--- src/rtl/bcd_pkg.sv ---
// Shared definitions for the serial BCD datapath family (adder, subtractor
// and later BCD blocks). Holds the digit limit, the common controller state
// encoding and the default operand size.
package bcd_pkg;

  // Largest legal value of a single 8421-BCD digit.
  localparam int BCD_DIGIT_MAX = 9;

  // Default number of BCD digits per operand.
  localparam int BCD_DEFAULT_DIGITS = 8;

  // Controller states shared by the digit-serial BCD blocks.
  typedef enum logic [1:0] {
    IDLE = 2'd0,
    SUB  = 2'd1,
    FIX  = 2'd2,
    DONE = 2'd3
  } bcd_state_e;

  // True when a 4-bit code is not a legal BCD digit (10..15).
  function automatic logic bcd_digit_bad(input logic [3:0] digit);
    return (digit > 4'(BCD_DIGIT_MAX));
  endfunction

endpackage

--- src/rtl/bcd_sub8421_if.sv ---
// Start/ready request interface of the serial BCD subtractor. The same
// signal set drives the serial BCD adder, so one controller can talk to
// either block. The master issues operands, the slave returns the result.
interface bcd_sub8421_if
  import bcd_pkg::*;
#(
  parameter int DIGITS = BCD_DEFAULT_DIGITS
) ();

  logic                  start;
  logic [4*DIGITS-1:0]   a;
  logic [4*DIGITS-1:0]   b;
  logic [4*DIGITS-1:0]   c;
  logic                  neg;
  logic                  err;
  logic                  ready;
  logic                  busy;

  modport master (
    output start,
    output a,
    output b,
    input  c,
    input  neg,
    input  err,
    input  ready,
    input  busy
  );

  modport slave (
    input  start,
    input  a,
    input  b,
    output c,
    output neg,
    output err,
    output ready,
    output busy
  );

endinterface

--- src/rtl/bcd_digit_sub.sv ---
// One-digit BCD subtract cell: diff = x - y - bin, folded back into 0..9
// with a borrow out. Also flags operand digits that are not legal BCD.
// Purely combinational; the subtractor shares a single instance between
// its subtract pass and its ten's-complement pass.
module bcd_digit_sub
  import bcd_pkg::*;
(
  input  logic [3:0] x,
  input  logic [3:0] y,
  input  logic       bin,
  output logic [3:0] diff,
  output logic       bout,
  output logic       bad
);

  logic [4:0] d_raw;
  logic [4:0] d_adj;

  // 5-bit two's complement difference; a negative result borrows ten from
  // the next digit. Range is -16..15, so bit 4 is the sign.
  always_comb begin
    d_raw = {1'b0, x} - {1'b0, y} - {4'b0000, bin};
    d_adj = d_raw;
    bout  = 1'b0;
    if (d_raw[4]) begin
      d_adj = d_raw + 5'd10;
      bout  = 1'b1;
    end
    diff = d_adj[3:0];
    bad  = bcd_digit_bad(x) || bcd_digit_bad(y);
  end

endmodule

--- src/rtl/bcd_sub8421.sv ---
// Digit-serial 8421-BCD subtractor. Computes |a-b| as packed BCD plus a
// sign flag, one digit per clock. A negative raw result (final borrow out
// of the subtract pass) is turned into its magnitude by a second pass that
// subtracts the raw result from zero, i.e. takes its ten's complement.
// ready pulses for one cycle in the first idle cycle after the result is
// complete; c, neg and err then hold until the next accepted start.
module bcd_sub8421
  import bcd_pkg::*;
#(
  parameter int DIGITS = BCD_DEFAULT_DIGITS
) (
  input  logic               clk,
  input  logic               rst_n,
  bcd_sub8421_if.slave       bus
);

  localparam int W  = 4 * DIGITS;
  localparam int CW = (DIGITS > 1) ? $clog2(DIGITS) : 1;
  localparam logic [CW-1:0] LAST_DIGIT = CW'(DIGITS - 1);

  bcd_state_e     state_q, state_d;
  logic [CW-1:0]  cnt_q, cnt_d;
  logic           borrow_q, borrow_d;
  logic [W-1:0]   a_q, a_d;
  logic [W-1:0]   b_q, b_d;
  logic [W-1:0]   c_q, c_d;
  logic           neg_q, neg_d;
  logic           err_q, err_d;
  logic           ready_q, ready_d;
  logic           busy_q, busy_d;

  logic [3:0]     x_sel;
  logic [3:0]     y_sel;
  logic [3:0]     dig_diff;
  logic           dig_bout;
  logic           dig_bad;

  // Operand mux for the shared digit cell: a_i - b_i while subtracting,
  // 0 - c_i while complementing a negative raw result.
  always_comb begin
    x_sel = 4'd0;
    y_sel = c_q[cnt_q * 4 +: 4];
    if (state_q == SUB) begin
      x_sel = a_q[cnt_q * 4 +: 4];
      y_sel = b_q[cnt_q * 4 +: 4];
    end
  end

  bcd_digit_sub u_digit (
    .x    (x_sel),
    .y    (y_sel),
    .bin  (borrow_q),
    .diff (dig_diff),
    .bout (dig_bout),
    .bad  (dig_bad)
  );

  // Controller and datapath next-state: latch operands on start, walk the
  // digits LSD first, optionally run the complement pass, then report.
  always_comb begin
    state_d  = state_q;
    cnt_d    = cnt_q;
    borrow_d = borrow_q;
    a_d      = a_q;
    b_d      = b_q;
    c_d      = c_q;
    neg_d    = neg_q;
    err_d    = err_q;

    case (state_q)
      IDLE: begin
        if (bus.start) begin
          a_d      = bus.a;
          b_d      = bus.b;
          cnt_d    = '0;
          borrow_d = 1'b0;
          err_d    = 1'b0;
          state_d  = SUB;
        end
      end

      SUB: begin
        c_d[cnt_q * 4 +: 4] = dig_diff;
        borrow_d            = dig_bout;
        err_d               = err_q | dig_bad;
        if (cnt_q == LAST_DIGIT) begin
          cnt_d = '0;
          if (dig_bout) begin
            neg_d    = 1'b1;
            borrow_d = 1'b0;
            state_d  = FIX;
          end else begin
            neg_d   = 1'b0;
            state_d = DONE;
          end
        end else begin
          cnt_d = cnt_q + 1'b1;
        end
      end

      FIX: begin
        c_d[cnt_q * 4 +: 4] = dig_diff;
        borrow_d            = dig_bout;
        if (cnt_q == LAST_DIGIT) begin
          cnt_d    = '0;
          borrow_d = 1'b0;
          state_d  = DONE;
        end else begin
          cnt_d = cnt_q + 1'b1;
        end
      end

      DONE: begin
        state_d = IDLE;
      end

      default: begin
        state_d = IDLE;
      end
    endcase
  end

  // Registered status flags: busy covers the operation from the first digit
  // edge up to the edge leaving DONE; ready pulses in the idle cycle that
  // follows DONE, when c/neg/err are final and a new start can be taken.
  always_comb begin
    busy_d  = (state_q != IDLE) && (state_d != IDLE);
    ready_d = (state_q == DONE);
  end

  // State and datapath registers; reset aborts any operation in flight.
  always_ff @(posedge clk or negedge rst_n) begin
    if (!rst_n) begin
      state_q  <= IDLE;
      cnt_q    <= '0;
      borrow_q <= 1'b0;
      a_q      <= '0;
      b_q      <= '0;
      c_q      <= '0;
      neg_q    <= 1'b0;
      err_q    <= 1'b0;
      ready_q  <= 1'b0;
      busy_q   <= 1'b0;
    end else begin
      state_q  <= state_d;
      cnt_q    <= cnt_d;
      borrow_q <= borrow_d;
      a_q      <= a_d;
      b_q      <= b_d;
      c_q      <= c_d;
      neg_q    <= neg_d;
      err_q    <= err_d;
      ready_q  <= ready_d;
      busy_q   <= busy_d;
    end
  end

  assign bus.c     = c_q;
  assign bus.neg   = neg_q;
  assign bus.err   = err_q;
  assign bus.ready = ready_q;
  assign bus.busy  = busy_q;

endmodule
--- src/flat_wrapper.sv ---
// flat-port wrapper written by rule: the top's interface ports become plain ports
module bcd_sub8421_flat import bcd_pkg::*;
#(
  parameter int DIGITS = BCD_DEFAULT_DIGITS
)
  (clk, rst_n, bus_start, bus_a, bus_b, bus_c, bus_neg, bus_err, bus_ready, bus_busy);
  bcd_sub8421_if #(.DIGITS(DIGITS)) bus_i ();
  input  logic clk;
  input  logic rst_n;
  input wire logic [$bits(bus_i.start)-1:0] bus_start;
  input wire logic [$bits(bus_i.a)-1:0] bus_a;
  input wire logic [$bits(bus_i.b)-1:0] bus_b;
  output wire logic [$bits(bus_i.c)-1:0] bus_c;
  output wire logic [$bits(bus_i.neg)-1:0] bus_neg;
  output wire logic [$bits(bus_i.err)-1:0] bus_err;
  output wire logic [$bits(bus_i.ready)-1:0] bus_ready;
  output wire logic [$bits(bus_i.busy)-1:0] bus_busy;
  assign bus_i.start = bus_start;
  assign bus_i.a = bus_a;
  assign bus_i.b = bus_b;
  assign bus_c = bus_i.c;
  assign bus_neg = bus_i.neg;
  assign bus_err = bus_i.err;
  assign bus_ready = bus_i.ready;
  assign bus_busy = bus_i.busy;
  bcd_sub8421 #(.DIGITS(DIGITS)) u_core (.clk(clk), .rst_n(rst_n), .bus(bus_i));
endmodule
--- config.mk ---
export PLATFORM = sky130hd
export DESIGN_NAME = bcd_sub8421_flat
export DESIGN_NICKNAME = d
export VERILOG_FILES = /design/src/rtl/bcd_pkg.sv /design/src/rtl/bcd_sub8421_if.sv /design/src/rtl/bcd_digit_sub.sv /design/src/rtl/bcd_sub8421.sv /design/src/flat_wrapper.sv
export SDC_FILE = /design/constraint.sdc
export NUM_CORES = 1
export LEC_CHECK = 0
export ABC_AREA = 1
export BUFFER_PORTS_ARGS = -buffer_cell sky130_fd_sc_hd__buf_4
export CORE_UTILIZATION = 56
export DETAILED_ROUTE_END_ITERATION = 8
export GPL_TIMING_DRIVEN = 1
export PLACE_DENSITY = 0.8
export SYNTH_ARGS = -nofsm -noshare
export SYNTH_HDL_FRONTEND = slang
export SYNTH_SLANG_ARGS = --single-unit
--- constraint.sdc ---
create_clock -name clk -period 3.64 [get_ports clk]
set_input_delay 0.91 -clock clk [delete_from_list [all_inputs] [get_ports clk]]
set_output_delay 0.91 -clock clk [all_outputs]
set_load 0.05 [all_outputs]
== Yosys cells after proc, flatten, opt, wreduce, memory -nomap -nowiden ==
Cells that the tools add are included.

* Register bits after elaboration: 106
* Input port bits: 67
* Output and inout bits: 36
* Word-level logic and storage cells: 58

* Add/subtract/negate cells: 5
* $lt $le $gt $ge: 2
* Eq/ne operators: 5
* Shift-type cells: 5
* Multiplexer cells: 18
* Bitwise logic cells: 1
* Reductions and logical operators: 12

{| class="wikitable"
|+ Operators with widths
! cell !! count
|-
| $shiftx 32x6->4 || 3
|-
| $neg 5->34 || 1
|-
| $shift 4x34->32 const A || 1
|-
| $shiftx 4x34->32 || 1
|-
| $bwmux 32 || 1
|-
| $mux 4 || 3
|-
| $gt 4x4->1 const B || 2
|-
| $pmux 2 s4 || 1
|-
| $reduce_and 2->1 || 4
|-
| $reduce_bool 2->1 || 4
|-
| $mux 2 || 3
|-
| $mux 3 || 2
|-
| $pmux 3 s2 || 1
|-
| $mux 1 || 5
|-
| $sub 4x4->5 || 1
|-
| $sub 5x1->5 || 1
|-
| $add 4x4->4 const B || 1
|-
| $eq 2x2->1 const B || 2
|-
| $pmux 1 s2 || 2
|-
| $add 3x1->3 const B || 1
|-
| $eq 3x3->1 const B || 1
|-
| $eq 2x1->1 const B || 1
|-
| $logic_not 2->1 || 1
|-
| $ne 2x2->1 const B || 1
|-
| 4 further kinds || 4
|}

== Depth between registers and ports, before layout ==
Gate-level depths: netlist (run 1).

* Word-level depth: 10
* Depth in mapped cells: 27
* Gate-level depth less buffers: 25

== Hierarchy ==
Synthesis (run 1) repeated with hierarchy kept, for this count alone.

* Cells, all modules: 726
* Area, all modules: 6,015.8 µm²

{| class="wikitable"
|+ By module, submodules not included
! module !! times used !! cells an instance !! area an instance (µm²) !! sequential area each (µm²)
|-
| bcd_sub8421 || 1 || 669 || 5,642.9 || 2,652.5
|-
| bcd_digit_sub || 1 || 57 || 372.9 || 0.0
|}

== Worst setup path before layout (run 1) ==
No wires, ideal clock.

* Path type: register -> register
* Start: register u_core.state_q[1]
* End: register u_core.c_q[22] (netlist: u_core.bus.c[22])
* Setup time: 0.076 ns
* Arrival time: 3.203 ns
* Required time: 3.564 ns
* Setup slack: 0.361 ns
* Cell stages (with the launch flop): 22
* Path buffers: 3
* Clock period less this slack: 3.279 ns
* Cell sequence: dfrtp_1 inv_1 ha_1 buf_2 buf_2 buf_2 a21oi_1 o21ai_0 nand3_1 nand3_1 nand2_1 inv_1 fa_1 inv_1 fa_1 ha_1 nor2_1 a31oi_2 nand2_1 nor2_2 nand2_1 o21ai_1

* Word-level cells in the longest chain between the ends: 8
* Elaborated cells between the ends (all ways): 11
* Classes of those cells: 3 x add/sub; 2 x eq/ne; 1 x shift; 4 x mux; 1 x reduce/logical

{| class="wikitable"
|+ RTL lines
! item !! line !! source
|-
| from (decl) || bcd_sub8421.sv:21 || <nowiki>bcd_state_e state_q, state_d;</nowiki>
|-
| from (signal assigned) || bcd_sub8421.sv:145 || <nowiki>state_q <= state_d;</nowiki>
|-
| $eq 2x1->1 || bcd_sub8421.sv:43, bcd_sub8421.sv:70 ||
|-
| $mux 4 || bcd_sub8421.sv:43 || <nowiki>if (state_q == SUB) begin</nowiki>
|-
| $sub 4x4->5 || bcd_digit_sub.sv:22 || <nowiki>d_raw = {1'b0, x} - {1'b0, y} - {4'b0000, bin};</nowiki>
|-
| $sub 5x1->5 || bcd_digit_sub.sv:22 ||
|-
| $add 4x4->4 || bcd_digit_sub.sv:26 || <nowiki>d_adj = d_raw + 5'd10;</nowiki>
|-
| $mux 4 || bcd_digit_sub.sv:25 || <nowiki>if (d_raw[4]) begin</nowiki>
|-
| $shiftx 4x34->32 || bcd_sub8421.sv:83, bcd_sub8421.sv:102 ||
|-
| $bwmux 32 || bcd_sub8421.sv:83, bcd_sub8421.sv:102 ||
|-
| to (signal assigned) || bcd_sub8421.sv:139 || <nowiki>c_q <= '0;</nowiki>
|-
| to (signal assigned) || bcd_sub8421.sv:150 || <nowiki>c_q <= c_d;</nowiki>
|-
| to (decl) || bcd_sub8421.sv:26 || <nowiki>logic [W-1:0] c_q, c_d;</nowiki>
|}

Parallel ways exist; a longest one is shown, timed or not.
A chain may end at the register's enable or synchronous reset.

== Final worst setup path (run 1) ==
* Start: register u_core.state_q[1]
* End: register u_core.c_q[27] (netlist: u_core.bus.c[27])

The elaborated chain is that of the path after synthesis.

==> impl_metrics.tcl, run 1 <==
set metrics [dict create \
    status "complete, no violations" \
    core_area_um2 9370 \
    nFillCells 759 \
    grt_pass1_vias 4886 \
    nets 885 \
    drt-total-wl_mm 14.1 \
    clock-sinks 106 \
    grt_max_degree 107 \
    synthTopCellsByArea "dfrtp_1, nand2_1, nand3_1" \
    syn_inst 710 \
    portBuffers 102 \
    cts_buffers 9 \
    worst_setup_path_end_kind "register" \
    place_congestion 0.927 \
    start_kind "register" \
    synth_common_cells "nand2_1, dfrtp_1, nand3_1, inv_1, o21ai_0" \
    ioPinCount 103 \
    route.detailed.drc 0 \
    cts-hold-fix-buffers 0 \
    period_share_pct 94.5 \
    crit_family "adder cells" \
    drtAntennaViolNets 0 \
    placed_area_um2 6360 \
    die_y_um 101 \
    cpMaxStageDelayCell "fa_2" \
    cts.clk_slew.worst_paths_ps 110 \
    overflow 0 \
    ys.flop_type "dfrtp_1" \
    worst-path-buf-inv 6 \
    die_w_um 101 \
    synth_nets 792 \
    path_class "reg -> reg" \
    viasPerCell 5.47 \
    critPathRequiredTime_ps 3960 \
    syn2layout_area_growth_pct 21.4 \
    worst_pin_slew_ps 633 \
    post-dp-hpwl_mm 9.98 \
    yosysSeqAreaShare_pct 48.3 \
    diodes 0 \
    dr.pass1.iters 5 \
    ys_ff_latch 106 \
    hp-class "reg -> reg" \
    setup_violations 0 \
    yosysMostFrequentCell "nand2_1" \
    fin_cells 937 \
    antenna_found_initial 0 \
    yosys.area.top_type_share_pct 48.3 \
    syn_avg_cell_area_um2 7.73 \
    yosysWarningCount 0 \
    cp_max_fo 15 \
    relSlewSlack_pct 57.8 \
    finalHoldViolCount 0 \
    synth-edff-count 0 \
    drive_gt1_share_pct 20.9 \
    period_minus_slack_ps 3440 \
    skew_ps 12.0 \
    cts_max_level 3 \
    yosysTopAreaCell "dfrtp_1" \
    async_flop_share_pct 100 \
    vias 5125 \
    dp.cells 919 \
    fmax_ghz 0.291 \
    drtIter0Drc 317 \
    cp_slowest_stage_delay_ps 480 \
    cts_tree "built" \
    syn_area_um2 5490 \
    arrival_ps 3750 \
    start_util_pct 58.6 \
    grt_pass1_wl_mm 23.7 \
    track_usage_pct 29.8 \
    clockBufferDepth 2 \
    maxSlewViolCount 0 \
    dieArea_um2 10200 \
    final_cell_area_um2 6670 \
    clk_latency_ps 370 \
    cp_cell_sequence "inv_2, ha_4, buf_6, a21oi_1, o21ai_0, nand3_1, nand3_1, nand2_1, inv_1, fa_1, inv_1, fa_2, ha_1, inv_1, nand3_1, nand2_1, nand2_1, inv_1, nand3_2, nand2_4, nand4_1, nand2_1" \
    placementRows 35 \
    wl_per_cell_um 15.1 \
    synthDistinctLibCells 33 \
    clock-root-buffer "clkbuf_8" \
    cap_violations 0 \
]
what timing repair did:
| item | CTS | global route |
|---|---|---|
| gates resized for setup | 0 | 16 |
| setup buffers | 0 | 2 |
| setup endpoints to repair | 0 | 24 |
sequential cells by signal, indices dropped and copies added (netlist names):
signal,count
u_core.bus.neg,1
u_core.bus.err,1
u_core.borrow_q,1
u_core.bus.busy,1
u_core.b_q,32
u_core.bus.ready,1
u_core.state_q,2
u_core.cnt_q,3
u_core.bus.c,32
u_core.a_q,32
cell usage in the layout, fill, tap and decap left out, drive strengths merged, types with 2 or more instances in the layout:
master and n:
inv 57, clkinv 4, nand4 10, o211ai 7, dfrtp 106, buf 117
ha 13, a31oi 2, o22ai 4, nand2 293, nor2 31, bufinv 2
nor3 9, nand3 63, clkbuf 10, fa 2, o21ai 58, a21oi 13
nor4 2
final cells by class:
| cell class | instances | area [um^2] | share of cell area [%] |
|---|---|---|---|
| Sequential cell | 106 | 2650 | 39.8 |
| Inverter | 57 | 221 | 3.32 |
| Multi-Input combinational cell | 512 | 2500 | 37.5 |
| Timing Repair Buffer | 117 | 898 | 13.5 |
| Tap cell | 129 | 161 | 2.42 |
| Clock inverter | 6 | 95.1 | 1.43 |
| Clock buffer | 10 | 138 | 2.06 |
kinds of logic (layout without fill, tap and decap cells):
logic type	after synthesis	count (layout)	share of synthesized area, %
AND/OR/NAND/NOR	408	408	31.9
flip-flops	106	106	48.3
buffers and inverters	92	190	7.11
AO/OA/AOI/OAI	88	88	8.89
adder cells (fa/ha/maj)	15	15	3.69
XOR/XNOR	1	1	0.160
metal layers:
| layer | vias to the layer above | part of all wire [%] | global-route usage, % |
|---|---|---|---|
| met5 | - | 0 | 0 |
| met4 | 0 | 1.8 | 8.47 |
| met3 | 29 | 7.3 | 4.58 |
| met2 | 207 | 46 | 46.8 |
| met1 | 2428 | 45 | 43.2 |
| li1 | 2461 | - | - |
worst paths after layout:
kind	depth (start not counted)	to	slack, ps	startpoint
worst max-delay path	22	u_core.bus.c[27]	200	u_core.state_q[1]
worst min-delay path	2	u_core.a_q[4]	480	u_core.a_q[4]
worst max register to register	22	u_core.bus.c[27]	200	u_core.state_q[1]
worst min register to register	2	u_core.a_q[4]	480	u_core.a_q[4]
max in group asynchronous	2	u_core.bus.c[16]	2630	rst_n
min in group asynchronous	2	u_core.a_q[21]	600	rst_n
metrics by stage:
stage / hold WS, ps / util [%] / setup WS, ps / TNS [ps]
global placement: 460 / 67.8 / 235 / 0
global route: 499 / 71.2 / -11.5 / -12.7
detailed placement: 461 / 67.8 / 135 / 0
floorplan: 444 / - / 361 / 0
finish: 484 / 71.2 / 201 / 0
CTS: 486 / 70.3 / 36.5 / 0
worst min-delay path, delay by kind of cell, from the launching register on:
family	cells	cell delay, ps
DFF	1	350
and+or+nand+nor	2	100
Power of run 1 is not shown: default switching activity piles up to over one toggle a cycle in this logic, so the estimate is an artifact.
==> run 2: changes to the inputs <==
--- a/config.mk
+++ b/config.mk
@@ -5,9 +5,8 @@
 export SDC_FILE = /design/constraint.sdc
 export NUM_CORES = 1
 export LEC_CHECK = 0
-export ABC_AREA = 1
 export BUFFER_PORTS_ARGS = -buffer_cell sky130_fd_sc_hd__buf_4
-export CORE_UTILIZATION = 56
+export CORE_UTILIZATION = 55
 export DETAILED_ROUTE_END_ITERATION = 8
 export GPL_TIMING_DRIVEN = 1
 export PLACE_DENSITY = 0.8
==> run 2 against run 1 <==
  * The flow now finishes with violations (negative setup slack)
  * Non-clock buffer count increased by 22
  * Maximum frequency is 6.5% lower
  * Critical path type unchanged
  * Sequential cell count stayed put
==> impl_metrics.tcl, run 2 <==
set metrics [dict create \
    period_minus_slack_ps 3680 \
    syn_area_um2 5190 \
    viasPerCell 6.00 \
    die_w_um 99.1 \
    track_usage_pct 28.8 \
    drive_gt1_share_pct 52.9 \
    hp-class "reg -> reg" \
    setup_violations 8 \
    synth-simple-area-share_pct 7.28 \
    start_kind "register" \
    cts.clk_slew.worst_paths_ps 100 \
    synth-edff-count 0 \
    grt_max_degree 55 \
    synthTopCellsByArea "dfrtp_1, mux2_2, mux4_2" \
    synth_common_cells "dfrtp_1, mux2_2, nand2_1, mux4_2, nor2_1" \
    relSlewSlack_pct 52.1 \
    placed_area_um2 6270 \
    synthDistinctLibCells 48 \
    wl_met3_um 874 \
    clock-sinks 106 \
    syn_avg_cell_area_um2 13.2 \
    post-dp-hpwl_mm 9.52 \
    clk_latency_ps 380 \
    synth_compound_area_share_pct 6.85 \
    status "finished with violations" \
    ys_ff_latch 106 \
    yosysTopAreaCell "dfrtp_1" \
    synth-adder-area-share_pct 3.91 \
    nFillCells 622 \
    grt_pass1_wl_mm 20.9 \
    drt-total-wl_mm 13.2 \
    synth_top_family_by_area "multiplexers" \
    grt_setup_unrepaired "true" \
    grt_pass1_vias 3884 \
    antenna_found_initial 0 \
    ioPinCount 103 \
    async_flop_share_pct 100 \
    finalHoldViolCount 0 \
    arrival_ps 3930 \
    route.detailed.drc 0 \
    nets 604 \
    start_util_pct 56.4 \
    drtAntennaViolNets 0 \
    clockBufferDepth 2 \
    cts_buffers 9 \
    dr.pass1.iters 5 \
    die_y_um 99.1 \
    rrSetupSlack_ps -40 \
    worst_setup_path_end_kind "register" \
    synth-xor-area-share_pct 1.08 \
    yosysSeqAreaShare_pct 51.1 \
    synth_nets 474 \
    vias 3820 \
    period_share_pct 101 \
    place_congestion 0.962 \
    drtIter0Drc 295 \
    final_cell_area_um2 6630 \
    pre_cts_slack_ps -57.7 \
    path_class "reg -> reg" \
    placementRows 35 \
    yosys.area.top_type_share_pct 51.1 \
    maxSlewViolCount 0 \
    tns_ps -233 \
    syn_inst 392 \
    diodes 0 \
    yosysWarningCount 0 \
    wl_met1_mm 5.48 \
    ys.flop_type "dfrtp_1" \
    fmax_ghz 0.272 \
    muxShareOfSynthArea_pct 27.2 \
    portBuffers 102 \
    wl_met2_mm 6.46 \
    critPathRequiredTime_ps 3890 \
    final_cell_mix "buf_4, dfrtp_1, mux2_2" \
    worst_slack_ps -39.6 \
    highest_layer "met4" \
    overflow 0 \
    syn2layout_area_growth_pct 27.7 \
    yosysMostFrequentCell "dfrtp_1" \
    cp_max_fo 8 \
    skew_ps 12.0 \
    worst_pin_slew_ps 718 \
    dieArea_um2 9830 \
    cts_tree "built" \
    post-route-util_pct 72.1 \
    wl_per_cell_um 20.7 \
    cap_violations 0 \
    violations "negative setup slack" \
    cts_max_level 3 \
    clock-root-buffer "clkbuf_8" \
    core_area_um2 9200 \
    final_common_cell "buf_4" \
]
-- run 2: changes by cell type in the layout (fill, tap and decap cells not counted), sizes merged, moves of 7 or more --
cell / previous run / this run
nand2: 293 / 31
mux2: 0 / 73
nand3: 63 / 2
inv: 57 / 12
o21ai: 58 / 15
mux4: 0 / 24
buf: 117 / 139
nor2: 31 / 19
nand2b: 0 / 10
nand4: 10 / 0
o211ai: 7 / 0
-- run 2: layer usage --
metal,up-vias,track usage (%)
met4,0,10.7
met5,-,0
met1,1926,40.3
li1,1687,-
met3,29,4.01
met2,178,46.7
-- run 2: timing repair --
action	CTS	global route
pin swaps	10	8
hold buffers	0	0
endpoints found under the setup margin	8	25
resized for setup	4	11
setup buffers	2	8
hold endpoints to repair	0	0
-- run 2: stage by stage --
stage	instances	hold WS, ps
floorplan	392	474
global placement	612	485
detailed placement	612	488
CTS	629	516
global route	637	528
finish	637	513
-- run 2: worst paths after layout --
| check | start | to | depth (start not counted) |
|---|---|---|---|
| worst max register to register | u_core.cnt_q[0] | u_core.bus.c[31] | 12 |
| max in group asynchronous | rst_n | u_core.state_q[1] | 2 |
| worst min register to register | u_core.a_q[31] | u_core.a_q[31] | 1 |
| min in group asynchronous | rst_n | u_core.b_q[17] | 1 |
| worst min-delay path | u_core.a_q[31] | u_core.a_q[31] | 1 |
| worst max-delay path | u_core.cnt_q[0] | u_core.bus.c[31] | 12 |
-- run 2: logic make-up (layout without fill, tap and decap cells) --
family,after synthesis,after routing
AOI/OAI and AO/OA,54,54
xor gates and xnor gates,4,4
adders and majority gates,15,15
buffers and inverters,30,164
DFF,106,106
muxes,102,102
and+or+nand+nor,81,81
-- run 2: critical path, cell delays in order (launching register included) --
cell and delay (ps):
dfrtp_2 450, buf_4 140, mux4_2 470, mux4_2 490, fa_2 350, inv_2 80, fa_2 450, ha_2 200
buf_4 140, o221ai_1 180, a22oi_2 130, xnor2_4 360, o21ai_1 120
-- run 2: area by class of cell --
class | instances | area [um^2] | area share (%)
well taps | 111 | 139 | 2.10
multi-input cells | 256 | 2510 | 37.8
inverters | 10 | 37.5 | 0.566
clock buffers | 9 | 124 | 1.87
repair buffers | 139 | 1090 | 16.5
clock inverters | 6 | 75.1 | 1.13
flip-flops and latches | 106 | 2650 | 40.0
Power of run 2 is left out for the same reason.
